$ cat config.mk
export PLATFORM = sky130hd
export DESIGN_NAME = operand_fwd_ctrl
export DESIGN_NICKNAME = d
export VERILOG_FILES = /design/src/rtl/operand_fwd_ctrl_pkg.sv /design/src/rtl/operand_fwd_ctrl_fwd_match.sv /design/src/rtl/operand_fwd_ctrl.sv
export SDC_FILE = /design/constraint.sdc
export NUM_CORES = 1
export LEC_CHECK = 0
export CAP_MARGIN = 25
export CORE_ASPECT_RATIO = 0.6
export CORE_MARGIN = 4
export CORE_UTILIZATION = 48
export CTS_CLUSTER_DIAMETER = 80
export DETAILED_ROUTE_END_ITERATION = 8
export PLACE_DENSITY = 0.84
export RECOVER_POWER = 50
export SYNTH_ARGS = -nofsm -noshare
export SYNTH_HDL_FRONTEND = slang
export SYNTH_SLANG_ARGS = --single-unit
$ cat constraint.sdc
create_clock -name clk -period 2.25 [get_ports clk]
set_input_delay 0.45 -clock clk [delete_from_list [all_inputs] [get_ports clk]]
set_output_delay 0.45 -clock clk [all_outputs]
set_load 0.02 [all_outputs]
$ cat src/rtl/operand_fwd_ctrl_pkg.sv
// ---------------------------------------------------------------------------
// operand_fwd_ctrl_pkg
//
// Shared definitions for the operand-forwarding / load-use hazard controller
// of the 5-stage 16-bit pipeline:
//   REG_AW     - register-address width (8 architectural registers)
//   SEL_*      - encodings of the 2-bit EX operand mux selects
//   tag_t      - per-stage destination tag {valid, wr, load, dst}
//   TAG_BUBBLE - tag value of an empty (bubble) pipeline slot
//   pick_sel   - priority encoder turning match flags into a mux select
// ---------------------------------------------------------------------------
package operand_fwd_ctrl_pkg;

  localparam int REG_AW = 3;

  // EX operand mux select encodings.
  localparam logic [1:0] SEL_RF    = 2'b00;  // register file read
  localparam logic [1:0] SEL_EXMEM = 2'b01;  // EX/MEM ALU result
  localparam logic [1:0] SEL_MEMWB = 2'b10;  // MEM/WB writeback value
  localparam logic [1:0] SEL_IMM   = 2'b11;  // immediate

  typedef struct packed {
    logic              valid;  // slot holds a real instruction
    logic              wr;     // instruction writes the register file
    logic              load;   // instruction is a memory load
    logic [REG_AW-1:0] dst;    // destination register
  } tag_t;

  localparam tag_t TAG_BUBBLE = '0;

  // The producer currently in EX will sit in MEM when the consumer reaches
  // EX, so it is the newest copy and must win over an older MEM producer.
  function automatic logic [1:0] pick_sel(input logic hit_ex,
                                          input logic hit_mem);
    if (hit_ex)       return SEL_EXMEM;
    else if (hit_mem) return SEL_MEMWB;
    else              return SEL_RF;
  endfunction

endpackage

$ cat src/rtl/operand_fwd_ctrl_fwd_match.sv
// ---------------------------------------------------------------------------
// fwd_match
//
// Combinational comparator: does one source operand read the register that
// one in-flight pipeline tag is going to write?
//
// Ports:
//   src        in  REG_AW  source register number
//   use_src    in  1       operand really reads a register
//   tag_valid  in  1       tag slot holds a real instruction
//   tag_wr     in  1       that instruction writes the register file
//   tag_dst    in  REG_AW  its destination register
//   hit        out 1       RAW dependency on this tag
// ---------------------------------------------------------------------------
module fwd_match
  import operand_fwd_ctrl_pkg::*;
(
  input  logic [REG_AW-1:0] src,
  input  logic              use_src,
  input  logic              tag_valid,
  input  logic              tag_wr,
  input  logic [REG_AW-1:0] tag_dst,
  output logic              hit
);

  // Register 0 is an ordinary register here, so no zero-register exclusion.
  assign hit = tag_valid & tag_wr & use_src & (tag_dst == src);

endmodule

$ cat src/rtl/operand_fwd_ctrl.sv
// ---------------------------------------------------------------------------
// operand_fwd_ctrl
//
// Operand-forwarding and load-use hazard controller. Tracks the destination
// tags of the instructions in EX and MEM, registers the select codes of the
// two EX operand muxes, and raises a decode stall on hazards.
//
// Build option:
//   OPFWD_BYPASS_EN defined   - full forwarding (01 / 10 selects); only a
//                               load-use hazard stalls, for one cycle.
//   OPFWD_BYPASS_EN undefined - no forwarding; selects are 00 or 11 and RAW
//                               hazards stall until the producer is in WB.
//
// Ports:
//   clk           in  1       rising-edge clock
//   rst_n         in  1       synchronous active-low reset
//   id_valid      in  1       decode holds an instruction to issue
//   id_src_a/b    in  REG_AW  source register numbers
//   id_use_a/b    in  1       operand reads a register
//   id_imm_b      in  1       operand B is the immediate (overrides use_b)
//   id_wr_en      in  1       instruction writes the register file
//   id_dst        in  REG_AW  destination register
//   id_is_load    in  1       instruction is a memory load
//   flush         in  1       taken branch: kill decode, bubble into EX
//   stall         out 1       hold PC/IF/ID this cycle (combinational)
//   sel_a/sel_b   out 2       EX operand mux selects (registered)
//   ex_valid      out 1       EX holds a real instruction (registered)
//   stall_cycles  out CNT_W   saturating count of stall cycles
// ---------------------------------------------------------------------------
module operand_fwd_ctrl
  import operand_fwd_ctrl_pkg::*;
#(
  parameter int CNT_W = 16
) (
  input  logic              clk,
  input  logic              rst_n,
  input  logic              id_valid,
  input  logic [REG_AW-1:0] id_src_a,
  input  logic [REG_AW-1:0] id_src_b,
  input  logic              id_use_a,
  input  logic              id_use_b,
  input  logic              id_imm_b,
  input  logic              id_wr_en,
  input  logic [REG_AW-1:0] id_dst,
  input  logic              id_is_load,
  input  logic              flush,
  output logic              stall,
  output logic [1:0]        sel_a,
  output logic [1:0]        sel_b,
  output logic              ex_valid,
  output logic [CNT_W-1:0]  stall_cycles
);

  // Tag pipeline. A producer that has reached WB needs no tracking: the
  // register file writes in the first half-cycle, so a reader in decode
  // already sees the value and gets select 00. The entry leaving MEM is
  // therefore simply retired instead of being held in a WB register.
  tag_t ex_tag;
  tag_t mem_tag;
  tag_t issue_tag;

  logic use_b_reg;
  logic hit_a_ex, hit_a_mem, hit_b_ex, hit_b_mem;
  logic hit_ex_any, hit_mem_any;
  logic hazard;
  logic issue;
  logic [1:0] sel_a_d, sel_b_d;

  // An immediate operand B never reads the register file.
  assign use_b_reg = id_use_b & ~id_imm_b;

  fwd_match u_match_a_ex (
    .src       (id_src_a),
    .use_src   (id_use_a),
    .tag_valid (ex_tag.valid),
    .tag_wr    (ex_tag.wr),
    .tag_dst   (ex_tag.dst),
    .hit       (hit_a_ex)
  );

  fwd_match u_match_a_mem (
    .src       (id_src_a),
    .use_src   (id_use_a),
    .tag_valid (mem_tag.valid),
    .tag_wr    (mem_tag.wr),
    .tag_dst   (mem_tag.dst),
    .hit       (hit_a_mem)
  );

  fwd_match u_match_b_ex (
    .src       (id_src_b),
    .use_src   (use_b_reg),
    .tag_valid (ex_tag.valid),
    .tag_wr    (ex_tag.wr),
    .tag_dst   (ex_tag.dst),
    .hit       (hit_b_ex)
  );

  fwd_match u_match_b_mem (
    .src       (id_src_b),
    .use_src   (use_b_reg),
    .tag_valid (mem_tag.valid),
    .tag_wr    (mem_tag.wr),
    .tag_dst   (mem_tag.dst),
    .hit       (hit_b_mem)
  );

  assign hit_ex_any  = hit_a_ex  | hit_b_ex;
  assign hit_mem_any = hit_a_mem | hit_b_mem;

`ifdef OPFWD_BYPASS_EN

  // NOTE: every signal written in an always_comb gets a default first, so
  // no path through the block can leave it unassigned and infer a latch.
  always_comb begin
    hazard  = 1'b0;
    sel_a_d = SEL_RF;
    sel_b_d = SEL_RF;
    // A load's data only exists after MEM, so an EX-stage load cannot be
    // forwarded yet; one bubble moves it to MEM where 10 picks it up.
    hazard  = ex_tag.load & hit_ex_any;
    sel_a_d = pick_sel(hit_a_ex, hit_a_mem);
    sel_b_d = id_imm_b ? SEL_IMM : pick_sel(hit_b_ex, hit_b_mem);
  end

`else

  // Remaining stall cycles after an EX-stage RAW match: the producer needs
  // two cycles (EX->MEM->WB) before the register file holds its result.
  logic [1:0] hold_cnt;

  always_comb begin
    hazard  = 1'b0;
    sel_a_d = SEL_RF;
    sel_b_d = SEL_RF;
    hazard  = hit_ex_any | hit_mem_any | (hold_cnt != 2'd0);
    if (id_imm_b) sel_b_d = SEL_IMM;
  end

  always_ff @(posedge clk) begin
    if (!rst_n || flush) begin
      hold_cnt <= 2'd0;
    end else if (stall && hit_ex_any) begin
      hold_cnt <= 2'd1;
    end else if (hold_cnt != 2'd0) begin
      hold_cnt <= hold_cnt - 2'd1;
    end
  end

`endif

  // Flush beats stall: the decode instruction is being killed anyway.
  assign stall = id_valid & ~flush & hazard;
  assign issue = id_valid & ~flush & ~hazard;

  always_comb begin
    issue_tag = TAG_BUBBLE;
    if (issue) begin
      issue_tag.valid = 1'b1;
      issue_tag.wr    = id_wr_en;
      issue_tag.load  = id_is_load;
      issue_tag.dst   = id_dst;
    end
  end

  // NOTE: state is updated with non-blocking assignments so every register
  // samples the pre-edge values and the EX->MEM shift cannot race.
  // NOTE: reset is synchronous and clears every in-flight tag, so nothing
  // issued before reset can ever be forwarded afterwards.
  always_ff @(posedge clk) begin
    if (!rst_n) begin
      ex_tag       <= TAG_BUBBLE;
      mem_tag      <= TAG_BUBBLE;
      sel_a        <= SEL_RF;
      sel_b        <= SEL_RF;
      ex_valid     <= 1'b0;
      stall_cycles <= '0;
    end else begin
      mem_tag  <= ex_tag;
      ex_tag   <= issue_tag;
      ex_valid <= issue;
      // A bubble in EX presents neutral selects.
      sel_a    <= issue ? sel_a_d : SEL_RF;
      sel_b    <= issue ? sel_b_d : SEL_RF;
      if (stall && (stall_cycles != {CNT_W{1'b1}})) begin
        stall_cycles <= stall_cycles + 1'b1;
      end
    end
  end

endmodule
==> run summary, run 1 <==
The share of the Yosys chip area taken by registers is 39.0%. The post-route netlist has 10.9% of its cells at a drive strength greater than 1. On the critical path, the stage with the largest delay is an instance of sky130_fd_sc_hd__clkdlybuf4s50_1. For the final database, setup skew stands at 0.00723 ns.

By area, the combinational part of the netlist is dominated by simple AND/OR/NAND/NOR gates. The logs give 35.7% for the relative slew slack and 1367 for the via count. Buffers added to address setup during post-CTS repair amount to 0. Number of buffer cells added on primary ports: 36. Grouping stages by cell kind, the critical path spends the most delay in buffers and inverters. For this run, the leading register cell type out of synthesis is sky130_fd_sc_hd__dfxtp_1.

The aggregate global routing overflow came out at 0. In this run the deepest clock path goes through 2 buffers. For the final-report hold violation count, the log shows 0. The floorplan step set the die height to 51.2 um. The XOR/XNOR share of the synthesized area was 7.64%; the number of global-route vias before repair was 1254. The number of nets with antenna violations after detailed routing was 0; the total number of clock tree sinks was 29.

Hold repair after CTS inserted 0 buffers. The run gives 0.000323 V as the largest voltage drop on the vdd net. The relative area change from synthesis to final layout came out at 36.5%. Measured along the x axis, the die boundary spans 79.9 um. The number of flip-flops and latches in the synthesized netlist is 29. The post-layout minimum cycle time is 2.18 ns, and the adder and majority gate portion of the synthesized area is 1.68%. At the pin with the least slew margin, the transition time is 0.964 ns. Sum of negative setup slack: 0 ns.

The clock reaches the later pin of the worst-skew pair after 0.28 ns. The total power is 0.00112 W, and the number of rows in the core area is 15. The average wire per cell in the routed design was 14.2 um. Entering global routing, the biggest net connects 27 pins. The H-tree depth was 2. The core region is 0.00293 mm2. Net switching is 21.2% of the power.

The net switching power came out at 0.000239 W. The logs give 71 for the number of DRC violations after detailed-routing iteration 0 and 0.0681 ns for the post-route worst setup slack. The worst hold path belongs to the class reg -> reg.

The logs give 5840 um for the wire length of the first global-routing pass and 4 for the detailed-router iteration count before antenna repair. The buffer type at the clock tree root was sky130_fd_sc_hd__clkbuf_8. For the combined global-route utilization of all metal layers, the log shows 19.0%. The die covers 0.00409 mm2.

The number of antenna violations at the first check in global routing was 0; the worst hold slack after final layout was 0.461 ns. Endpoint class of the critical path: an output port. The synthesized netlist contains 38 unique library cells. Dividing total power by cell area gives a power density of 553 mW/mm2.

The synthesized netlist occupies a cell area of 0.00149 mm2. The share of the synthesized area in compound gates (AO/OA/AOI/OAI) is 7.47%, and the final count of pins violating max slew is 0. Of the total power, registers draw 46.4%. Setup repair after global routing left no endpoint under its margin. The run gives 231 as the net count of the finished layout. The upper clock frequency limit was 458 MHz. TritonCTS built the clock tree. Setup violations remaining at the end of the flow were counted as 0.

For the arrival time at the worst endpoint, the log shows 1.73 ns. For the total clock buffers created by CTS, the log shows 5. In this run the worst path has a maximum fanout of 2. Yosys mapped a number of flops with a built-in enable equal to 0. After synthesis, the share of flip-flops with an asynchronous set or reset is 0%. The tools report the internal power component as 0.000886 W. 40 I/O pins were placed. For the total number of yosys warnings, the log shows 0. The highest cell delay on the worst timing path is 0.45 ns, and the post-synthesis cell count is 169. The initial utilization of the core area, before any placement, comes to 50.9%.

The run gives 0 as the count of max-cap constraint violations. The flow ran to the end, and the final reports show no timing, DRC or antenna violations. Kind of launch point of the worst setup path: an input port. Of the available clock period, the critical path in the final layout requires 97.0%. Before CTS, the worst setup slack after placement is -0.463 ns. The congestion estimate from routability-driven global placement came to 0.820. In this run, the clock network consumes 45.9% of the power. At the end of the flow the core is filled with cells to 69.5%. Summed over all nets, the half-perimeter wirelength after detailed placement is 2670 um.

In this run the mean area of a mapped cell was 8.82 um2. Counting both buffers and inverters, the worst setup path holds a total of 2. STA puts the critical path data required time at 1.80 ns. Of the post-synthesis cell area, the part taken by muxes is 6.72%. The critical setup path kind was in -> out.

For the remaining design rule violation count, the log shows 0. The synthesized netlist devotes 32.8% of its cell area to simple gates. Clock-pin slew reported for the worst setup and hold paths after clock tree synthesis: 0.06 ns. The final routed wirelength across all metal layers was 3600 um.

Using the TritonRoute via totals, the vias-per-cell ratio works out to 5.40. The leakage power was 0.796 nW; the final antenna diode count was 0. Walking the worst path, the cells encountered are clkdlybuf4s50_1, nor2b_4, nand4_1, a21oi_2, nor3b_2, nor2_1, buf_4.

The run gives 7.6% as the portion of total power attributed to combinational logic.
## worst paths after layout
kind | cells after the start | start | end | slack (ns)
worst max-delay path | 7 | id_use_b | stall | 0.07
worst min-delay path | 1 | ex_tag[4] | mem_tag[4] | 0.46
worst max register to register | 7 | stall_cycles[0] | stall_cycles[6] | 0.29
worst min register to register | 1 | ex_tag[4] | mem_tag[4] | 0.46
## cell type report
cell class	instances	area, um2
multi-input cells	129	865
repair buffers	43	422
inverters	3	11.3
well taps	42	52.6
flip-flops and latches	29	581
clock buffers	5	68.8
fillers	233	893
clock inverters	2	35.0
## cells by family (layout without fill, tap and decap cells)
logic type | Yosys count | count (layout)
simple gates | 84 | 84
flops | 29 | 29
compound gates | 18 | 18
xor+xnor | 13 | 13
buf+inv | 12 | 53
mux | 10 | 10
fa+ha+maj | 2 | 2
other cells | 1 | 2
## timing repair
action                     CTS  global route
gates resized for setup      6             9
gates cloned                 0             0
pin swaps                    0             4
setup endpoints to repair    1             9
## synth_stat cells (3+ instances only)
master	number	area share (%)
sky130_fd_sc_hd__dfxtp_1	29	39
sky130_fd_sc_hd__nand2_1	24	6.0
sky130_fd_sc_hd__xnor2_1	13	7.6
sky130_fd_sc_hd__and2_1	10	4.2
sky130_fd_sc_hd__mux2i_1	10	6.7
sky130_fd_sc_hd__nand2b_1	10	4.2
sky130_fd_sc_hd__a21oi_1	8	2.7
sky130_fd_sc_hd__nand4_1	6	2.5
sky130_fd_sc_hd__nor4_1	5	2.1
sky130_fd_sc_hd__nor2_1	4	1.0
sky130_fd_sc_hd__nor3_1	4	1.3
sky130_fd_sc_hd__buf_4	3	1.5
sky130_fd_sc_hd__inv_1	3	0.76
sky130_fd_sc_hd__nand3_1	3	1.0
sky130_fd_sc_hd__o21ai_0	3	1.0
sky130_fd_sc_hd__o31ai_1	3	1.5
sky130_fd_sc_hd__or4_1	3	1.5
## flip-flops by register name, indices dropped and copies added (netlist names)
signal and flops:
ex_valid 1, ex_tag 4, stall_cycles 16, mem_tag 5, hold_cnt 2, sel_b 1
## metal layers
metal	GRT usage (%)	vias to the layer above	part of all wire, %
met1	23.9	638	45
met5	0	-	0
met2	30.1	58	46
li1	-	665	-
met4	5.90	0	1.2
met3	7.22	6	8.4
## power groups by stage
stage	Clock [W]	Combinational (W)	Sequential [W]
floorplan	0	0.0000399	0.000534
global placement	0	0.0000829	0.000533
detailed placement	0	0.0000864	0.000534
CTS	0.000527	0.0000871	0.000522
global route	0.000545	0.0000932	0.000522
finish	0.000517	0.0000857	0.000522
## through the flow
stage	instance area (um2)	instances
final	2030	253
after global routing	2030	253
after CTS	2010	253
after detailed placement	1900	246
after global placement	1900	246
after floorplan	1490	170
## worst register-to-register path: stages, from the launching register on
cell and delay (ns):
sky130_fd_sc_hd__dfxtp_1 0.36, sky130_fd_sc_hd__ha_1 0.24, sky130_fd_sc_hd__nand2_1 0.07, sky130_fd_sc_hd__or2_1 0.27
sky130_fd_sc_hd__nor3_4 0.12, sky130_fd_sc_hd__nand3b_2 0.27, sky130_fd_sc_hd__or4_1 0.41, sky130_fd_sc_hd__a21oi_1 0.16
## cell usage in the layout (no fill, tap or decap), types with 2 or more instances in the layout
cell	netlist	layout
sky130_fd_sc_hd__buf_4	3	6
sky130_fd_sc_hd__conb_1	1	2
sky130_fd_sc_hd__nor3_1	4	4
sky130_fd_sc_hd__nor4_1	5	4
sky130_fd_sc_hd__and2_0	0	3
sky130_fd_sc_hd__nand2b_1	10	10
sky130_fd_sc_hd__and3_1	2	2
sky130_fd_sc_hd__clkdlybuf4s50_1	0	11
sky130_fd_sc_hd__a21oi_1	8	7
sky130_fd_sc_hd__dfxtp_1	29	29
sky130_fd_sc_hd__o21ai_0	3	3
sky130_fd_sc_hd__mux2i_1	10	10
sky130_fd_sc_hd__o31ai_1	3	3
sky130_fd_sc_hd__or4_1	3	3
sky130_fd_sc_hd__and2_1	10	7
sky130_fd_sc_hd__nand2_1	24	24
sky130_fd_sc_hd__nand3_1	3	3
sky130_fd_sc_hd__or3_1	2	2
sky130_fd_sc_hd__nand4_1	6	6
sky130_fd_sc_hd__nor2_1	4	4
sky130_fd_sc_hd__xnor2_1	13	13
sky130_fd_sc_hd__nand3b_2	2	2
sky130_fd_sc_hd__clkbuf_8	0	5
sky130_fd_sc_hd__ha_1	2	2
sky130_fd_sc_hd__dlymetal6s2s_1	0	6
sky130_fd_sc_hd__a21oi_2	1	2
sky130_fd_sc_hd__dlygate4sd3_1	0	18
sky130_fd_sc_hd__inv_1	3	3
No activity file was read; power rests on OpenSTA's default activity.
==> run 2, diff against run 1 <==
--- a/config.mk
+++ b/config.mk
@@ -7,7 +7,7 @@
 export LEC_CHECK = 0
 export CAP_MARGIN = 25
 export CORE_ASPECT_RATIO = 0.6
-export CORE_MARGIN = 4
+export CORE_MARGIN = 2
 export CORE_UTILIZATION = 48
 export CTS_CLUSTER_DIAMETER = 80
 export DETAILED_ROUTE_END_ITERATION = 8
==> run summary, run 2 (same netlist as run 1, synthesis figures left out) <==
The clock-pin slew reported for the worst setup and hold paths after clock tree synthesis is 0.07 ns (about the same). Capture point of the worst reg-to-reg path: stall_cycles[13]. The share of post-route cells with drive strength above 1 came out at 11.3% (+0.37 points). The run gives 0.00358 mm2 (-12%) as the die outline area. The die width is 75.9 um (-5.0%), and the average wire per cell in the routed design is 14.5 um (+2.0%).

Post-route worst setup slack: 0.0482 ns (-0.0200 ns). The source of the worst hold timing path was ex_tag[4]. Setup slack of the most critical reg-to-reg path: 0.27 ns (-0.02 ns). The tools report the total number of clock tree sinks as 29 (unchanged).

The largest registers in the layout are stall_cycles x16, mem_tag x5, ex_tag x4. The logs give 5 (unchanged) for the total clock buffers created by CTS and 0 (unchanged) for the number of nets with antenna violations after detailed routing. The remaining design rule violation count was 0 (unchanged). The kind of launch point of the worst setup path was an input port. The floorplan die height is 47.2 um (-7.8%). The largest net degree at the start of global routing was 27 (unchanged). In this run the worst setup path begins at id_src_a[2]. The tools report the final count of pins violating max slew as 0 (unchanged). The logs give 40 (unchanged) for the I/O pin total and 0 (unchanged) for the final count of negative-setup-slack endpoints. The number of DRC violations after detailed-routing iteration 0 is 127 (+79%). The H-tree depth is 2 (unchanged). For the relative slew slack, the log shows 27.1% (-8.6 points). The net count of the finished layout is 232 (+0.43%). The logs give 0.29 ns (about the same) for the clock latency of the later-clocked register in the worst-skew pair and 51.2% (+0.33 points) for the starting density of the core. The upper clock frequency limit is 454 MHz (-0.91%), and the count of max-cap constraint violations is 0 (unchanged).

The leakage power came out at 0.764 nW (-4.0%). The number of buffer cells added on primary ports is 36 (unchanged). The worst min-delay path class is reg -> reg.

TritonCTS built the clock tree. The run gives 4 (unchanged) as the detailed-router iteration count before antenna repair. The depth of the most critical reg-to-reg path was 6 (-1); the core region area was 0.00291 mm2 (-0.64%). Vias per cell: 5.31 (-1.8%). The logs give 0.000305 V (-5.8%) for the largest voltage drop on the vdd net and 1.75 ns (+0.02 ns) for the arrival time at the worst endpoint. The buffer type at the clock tree root is sky130_fd_sc_hd__clkbuf_8. Number of rows in the core area: 15 (unchanged). The hold-critical path endpoint was mem_tag[4]. The flow ran to the end, and the final reports show no timing, DRC or antenna violations. The via count is 1353 (-1.0%). The library cell used most frequently in the layout, excluding fill and tap cells, is sky130_fd_sc_hd__dfxtp_1.

The final critical-path share of the clock period works out to 97.9% (+0.89 points). The logs give 0.838 (+2.2%) for the global placer's final weighted congestion and 0 (unchanged) for the final antenna diode count. The worst setup path is captured at an output port. The tools report the final-report hold violation count as 0 (unchanged). Post-layout minimum cycle time: 2.20 ns (+0.0200 ns).

Number of global-route vias before repair: 1316 (+4.9%). Counting flops per register, the top entry is stall_cycles. The non-filler instance count after layout was 255 (+0.79%); the number of buffers between clock root and the deepest sink was 2 (unchanged).

The flip-flop count of the largest register, all copies and words added is 16 (unchanged). The number of antenna violations at the first check in global routing is 0 (unchanged). Wire length of the first global-routing pass: 5880 um (+0.58%).

The half-perimeter wire length after detailed placement is 2640 um (-1.0%). The worst-margin pin slew was 1.09 ns (+0.129 ns); the required time at the endpoint of the critical path was 1.80 ns (about the same). The aggregate global routing overflow came out at 0 (unchanged). For the cell total after placement, the log shows 247 (+0.41%). The area growth from synthesis to layout is 35.4%.

Leaving out fill and tap cells, the most frequent cells in the layout are sky130_fd_sc_hd__dfxtp_1 (29), sky130_fd_sc_hd__nand2_1 (24), sky130_fd_sc_hd__dlygate4sd3_1 (17). The combined global-route utilization of all metal layers is 22.0% (+3.0 points), and the worst-case clock skew is 0.00997 ns (+0.00274 ns). The instance count along the most critical hold path was 1 (unchanged); the final routed wirelength across all metal layers was 3700 um (+2.8%).

The highest net fanout along the worst path is 2 (unchanged). The critical path is of the in -> out type. The power per cell area was 513 mW/mm2 (-7.1%). The pre-CTS setup slack was -0.424 ns (+0.0391 ns); the buffer count from post-CTS setup fixing was 0 (unchanged). The beginning of the worst register-to-register path was stall_cycles[0].
[run 2: area by class of cell]
cell class / instances / area [um2]
well taps: 42 / 52.6
clock buffers: 8 / 80.1
flip-flops and latches: 29 / 581
multi-input cells: 129 / 872
fillers: 214 / 891
inverters: 3 / 11.3
repair buffers: 44 / 422
[run 2: layer usage]
| layer | vias to the layer above | global-route usage [%] | routed length (um) |
|---|---|---|---|
| met2 | 53 | 40.2 | 1750 |
| met1 | 617 | 25.0 | 1610 |
| met5 | - | 0 | 0 |
| met3 | 9 | 7.31 | 251 |
| met4 | 0 | 9.82 | 84 |
| li1 | 674 | - | - |
[run 2: worst max path at each step]
stage,end,slack (ns),cells after the start
after floorplan,stall,0.38,6
after global placement,stall,-0.40,7
after detailed placement,stall,-0.42,7
after CTS,stall,0.0008,7
after global routing,stall,-0.03,7
final,stall,0.05,7
[run 2: timing repair]
action	4_1_cts	5_1_grt
setup endpoints to repair	1	8
pin swaps	1	4
resized for setup	5	8
hold buffers	0	0
[run 2: power by group]
group          internal (W)  total [W]  switching [W]
combinational     0.0000491  0.0000909      0.0000418
clock              0.000219   0.000423       0.000203
sequential         0.000518   0.000522     0.00000402
[run 2: metrics by stage]
stage                     power (W)  hold WS, ns  TNS (ns)  util [%]  instance area [um2]
final                       0.00104        0.461         0      69.4                 2020
after global routing        0.00107        0.474   -0.0916      69.4                 2020
after CTS                   0.00103        0.469         0      68.4                 1990
after detailed placement   0.000622        0.461     -2.22      65.7                 1910
after global placement     0.000617        0.444     -1.17      65.7                 1910
after floorplan            0.000574        0.435         0         -                 1490
[run 2: critical path: stages]
cell and delay (ns):
sky130_fd_sc_hd__clkdlybuf4s50_1 0.54, sky130_fd_sc_hd__xnor2_1 0.14, sky130_fd_sc_hd__nand4_1 0.13, sky130_fd_sc_hd__a21oi_2 0.18, sky130_fd_sc_hd__nor3b_2 0.08, sky130_fd_sc_hd__nor2_1 0.09, sky130_fd_sc_hd__buf_4 0.14
==> run 3, diff against run 2 <==
--- a/config.mk
+++ b/config.mk
@@ -11,6 +11,7 @@
 export CORE_UTILIZATION = 48
 export CTS_CLUSTER_DIAMETER = 80
 export DETAILED_ROUTE_END_ITERATION = 8
+export MAX_ROUTING_LAYER = met4
 export PLACE_DENSITY = 0.84
 export RECOVER_POWER = 50
 export SYNTH_ARGS = -nofsm -noshare
==> run summary, run 3 (same netlist as run 1, synthesis figures left out) <==
The count of hold buffers inserted by post-cts repair was 0 (unchanged). The H-tree depth was 2 (unchanged); the final critical-path share of the clock period was 98.4% (+0.54 points). The library cell used most frequently in the layout, excluding fill and tap cells, is sky130_fd_sc_hd__dfxtp_1. Relative area change from synthesis to final layout: 35.4% (unchanged).

The highest net fanout along the worst path was 2 (unchanged); the sum of negative setup slack was 0 ns (unchanged). The top cell types in the final layout, fill and taps aside, are sky130_fd_sc_hd__dfxtp_1 (29), sky130_fd_sc_hd__nand2_1 (24), sky130_fd_sc_hd__dlygate4sd3_1 (17). The area of all placed cells without fillers is 0.00202 mm2 (unchanged), and the total clock buffers created by CTS is 5 (unchanged). Relative slew slack: 26.1% (-1.0 points). The run gives 2640 um (unchanged) as the half-perimeter wire length after detailed placement. Die width: 75.9 um (unchanged). The logs give 0 (unchanged) for the count of max-cap constraint violations and 0.000787 W (about the same) for the internal power component. The buffer count from post-CTS setup fixing is 0 (unchanged).

The net switching power came out at 0.000251 W (+0.84%). The tools report the aggregate global routing overflow as 0 (unchanged). The die outline area was 0.00358 mm2 (unchanged); the power per cell area was 514 mW/mm2 (+0.20%). The fraction of power spent switching nets is 24.2% (+0.15 points), and the number of antenna violations at the first check in global routing is 0 (unchanged). For the number of buffers between clock root and the deepest sink, the log shows 2 (unchanged). The highest cell delay on the worst timing path is 0.54 ns (about the same).

The tools report the combined global-route utilization of all metal layers as 22.8% (+0.79 points). The critical setup path kind is in -> out. TritonCTS built the clock tree. The buffer type at the clock tree root was sky130_fd_sc_hd__clkbuf_8. Cell total after placement: 247 (unchanged). The floorplan die height is 47.2 um (unchanged), and the portion of total power attributed to combinational logic is 8.8% (about the same).

The net count of the finished layout is 232 (unchanged). The tools report the via count as 1359 (+0.44%). The logs give 0.000307 V (+0.80%) for the largest voltage drop on the vdd net and 5870 um (-0.12%) for the wire length of the first global-routing pass. Post-layout minimum cycle time: 2.21 ns (+0.0123 ns).

The number of rows in the core area was 15 (unchanged). STA classifies the critical path endpoint as an output port. The run gives 27 (unchanged) as the largest net degree at the start of global routing. The final-report hold violation count came out at 0 (unchanged).

Final count of negative-setup-slack endpoints: 0 (unchanged). The average wire per cell in the routed design was 14.5 um (+0.19%). Clock network fraction of design power: 40.9% (about the same). The number of DRC violations after detailed-routing iteration 0 was 119 (-6.3%); the I/O pin total was 40 (unchanged). The run gives 29 (unchanged) as the total number of clock tree sinks. For the remaining design rule violation count, the log shows 0 (unchanged). The register name with the most flops is stall_cycles. The number of global-route vias before repair is 1317 (+0.076%). The required time at the endpoint of the critical path is 1.80 ns (about the same), and the share of post-route cells with drive strength above 1 is 11.3% (unchanged). The flip-flop count of the largest register, all copies and words added was 16 (unchanged); the sequential cell fraction of total power was 50.3% (about the same). The tools report the global placer's final weighted congestion as 0.851 (+1.6%). The clock-pin slew reported for the worst setup and hold paths after clock tree synthesis is 0.07 ns (about the same). For the final antenna diode count, the log shows 0 (unchanged). Vias per cell: 5.33 (+0.44%). The run finished with clean final reports. The logs give 0 (unchanged) for the number of nets with antenna violations after detailed routing and 214 (unchanged) for the number of fillers in the final layout. The non-filler instance count after layout was 255 (unchanged).

The core region area was 0.00291 mm2 (unchanged); the final routed wirelength across all metal layers was 3700 um (+0.19%). The number of buffer cells added on primary ports works out to 36 (unchanged). On the critical path, the stage with the largest delay is an instance of sky130_fd_sc_hd__clkdlybuf4s50_1.

The arrival time at the worst endpoint was 1.76 ns (about the same); the worst-margin pin slew was 1.11 ns (+0.0156 ns). Final count of pins violating max slew: 0 (unchanged). The worst min-delay path class was reg -> reg. The worst-case clock skew was 0.0109 ns (+0.000915 ns); the detailed-router iteration count before antenna repair was 4 (unchanged). The largest registers in the layout are stall_cycles x16, mem_tag x5, ex_tag x4.

Leakage power: 0.764 nW (unchanged). The run gives 0.00191 mm2 (unchanged) as the total placed instance area. The worst setup path is launched from an input port. The critical path goes through clkdlybuf4s50_1, xnor2_1, nand4_1, a21oi_2, nor3b_2, nor2_1, buf_4.

The starting density of the core was 51.2% (unchanged); the clock latency of the later-clocked register in the worst-skew pair was 0.29 ns (about the same). For the upper clock frequency limit, the log shows 452 MHz (-0.55%).
==> run 3: cell counts in the layout (fill, tap and decap cells not counted) <==
No cell type changed its count.
==> run 3: power groups by stage <==
stage | clock, W | sequential, W | combinational (W)
after CTS | 0.000422 | 0.000522 | 0.0000892
after global routing | 0.000447 | 0.000522 | 0.0000967
after global placement | 0 | 0.000533 | 0.0000841
after floorplan | 0 | 0.000534 | 0.0000399
after detailed placement | 0 | 0.000533 | 0.0000884
final | 0.000424 | 0.000522 | 0.0000912
==> run 3: worst paths after layout <==
kind,startpoint,end,slack (ns),cells after the start
max,id_src_a[2],stall,0.04,7
min,ex_tag[4],mem_tag[4],0.46,1
max reg2reg,stall_cycles[0],stall_cycles[13],0.27,6
min reg2reg,ex_tag[4],mem_tag[4],0.46,1
==> run 3: metal layers <==
layer  global-route usage, %  wire length (um)  vias up
met5                       -                 0        -
met4                    9.82                76        0
met3                    7.12               240       10
met2                    40.2              1760       52
met1                    25.1              1630      626
li1                        -                 -      671
==> run 3: per-stage QoR <==
| step | utilization (%) | hold slack [ns] | setup WS, ns | power [W] |
|---|---|---|---|---|
| global placement | 65.7 | 0.444 | -0.401 | 0.000617 |
| detailed placement | 65.7 | 0.461 | -0.424 | 0.000622 |
| global route | 69.4 | 0.474 | -0.0265 | 0.00107 |
| CTS | 68.4 | 0.469 | 0.000810 | 0.00103 |
| finish | 69.4 | 0.461 | 0.0359 | 0.00104 |
| floorplan | - | 0.435 | 0.385 | 0.000574 |
==> run 3: layout make-up <==
| type | count | area (um2) | area share, % |
|---|---|---|---|
| Multi-Input combinational cell | 129 | 872 | 43.2 |
| Sequential cell | 29 | 581 | 28.8 |
| Timing Repair Buffer | 44 | 422 | 20.9 |
| Clock buffer | 8 | 80.1 | 3.97 |
| Tap cell | 42 | 52.6 | 2.60 |
| Inverter | 3 | 11.3 | 0.558 |
==> run 3: repair_timing <==
action / in CTS / in global routing
pin swaps: 1 / 4
resized for setup: 5 / 8
endpoints found under the setup margin: 1 / 8
==> run 3: critical path, delay by kind of cell <==
| kind | cells | cell delay [ns] |
|---|---|---|
| AOI/OAI and AO/OA | 1 | 0.18 |
| and+or+nand+nor | 3 | 0.31 |
| buffers and inverters | 2 | 0.68 |
| xor gates and xnor gates | 1 | 0.14 |
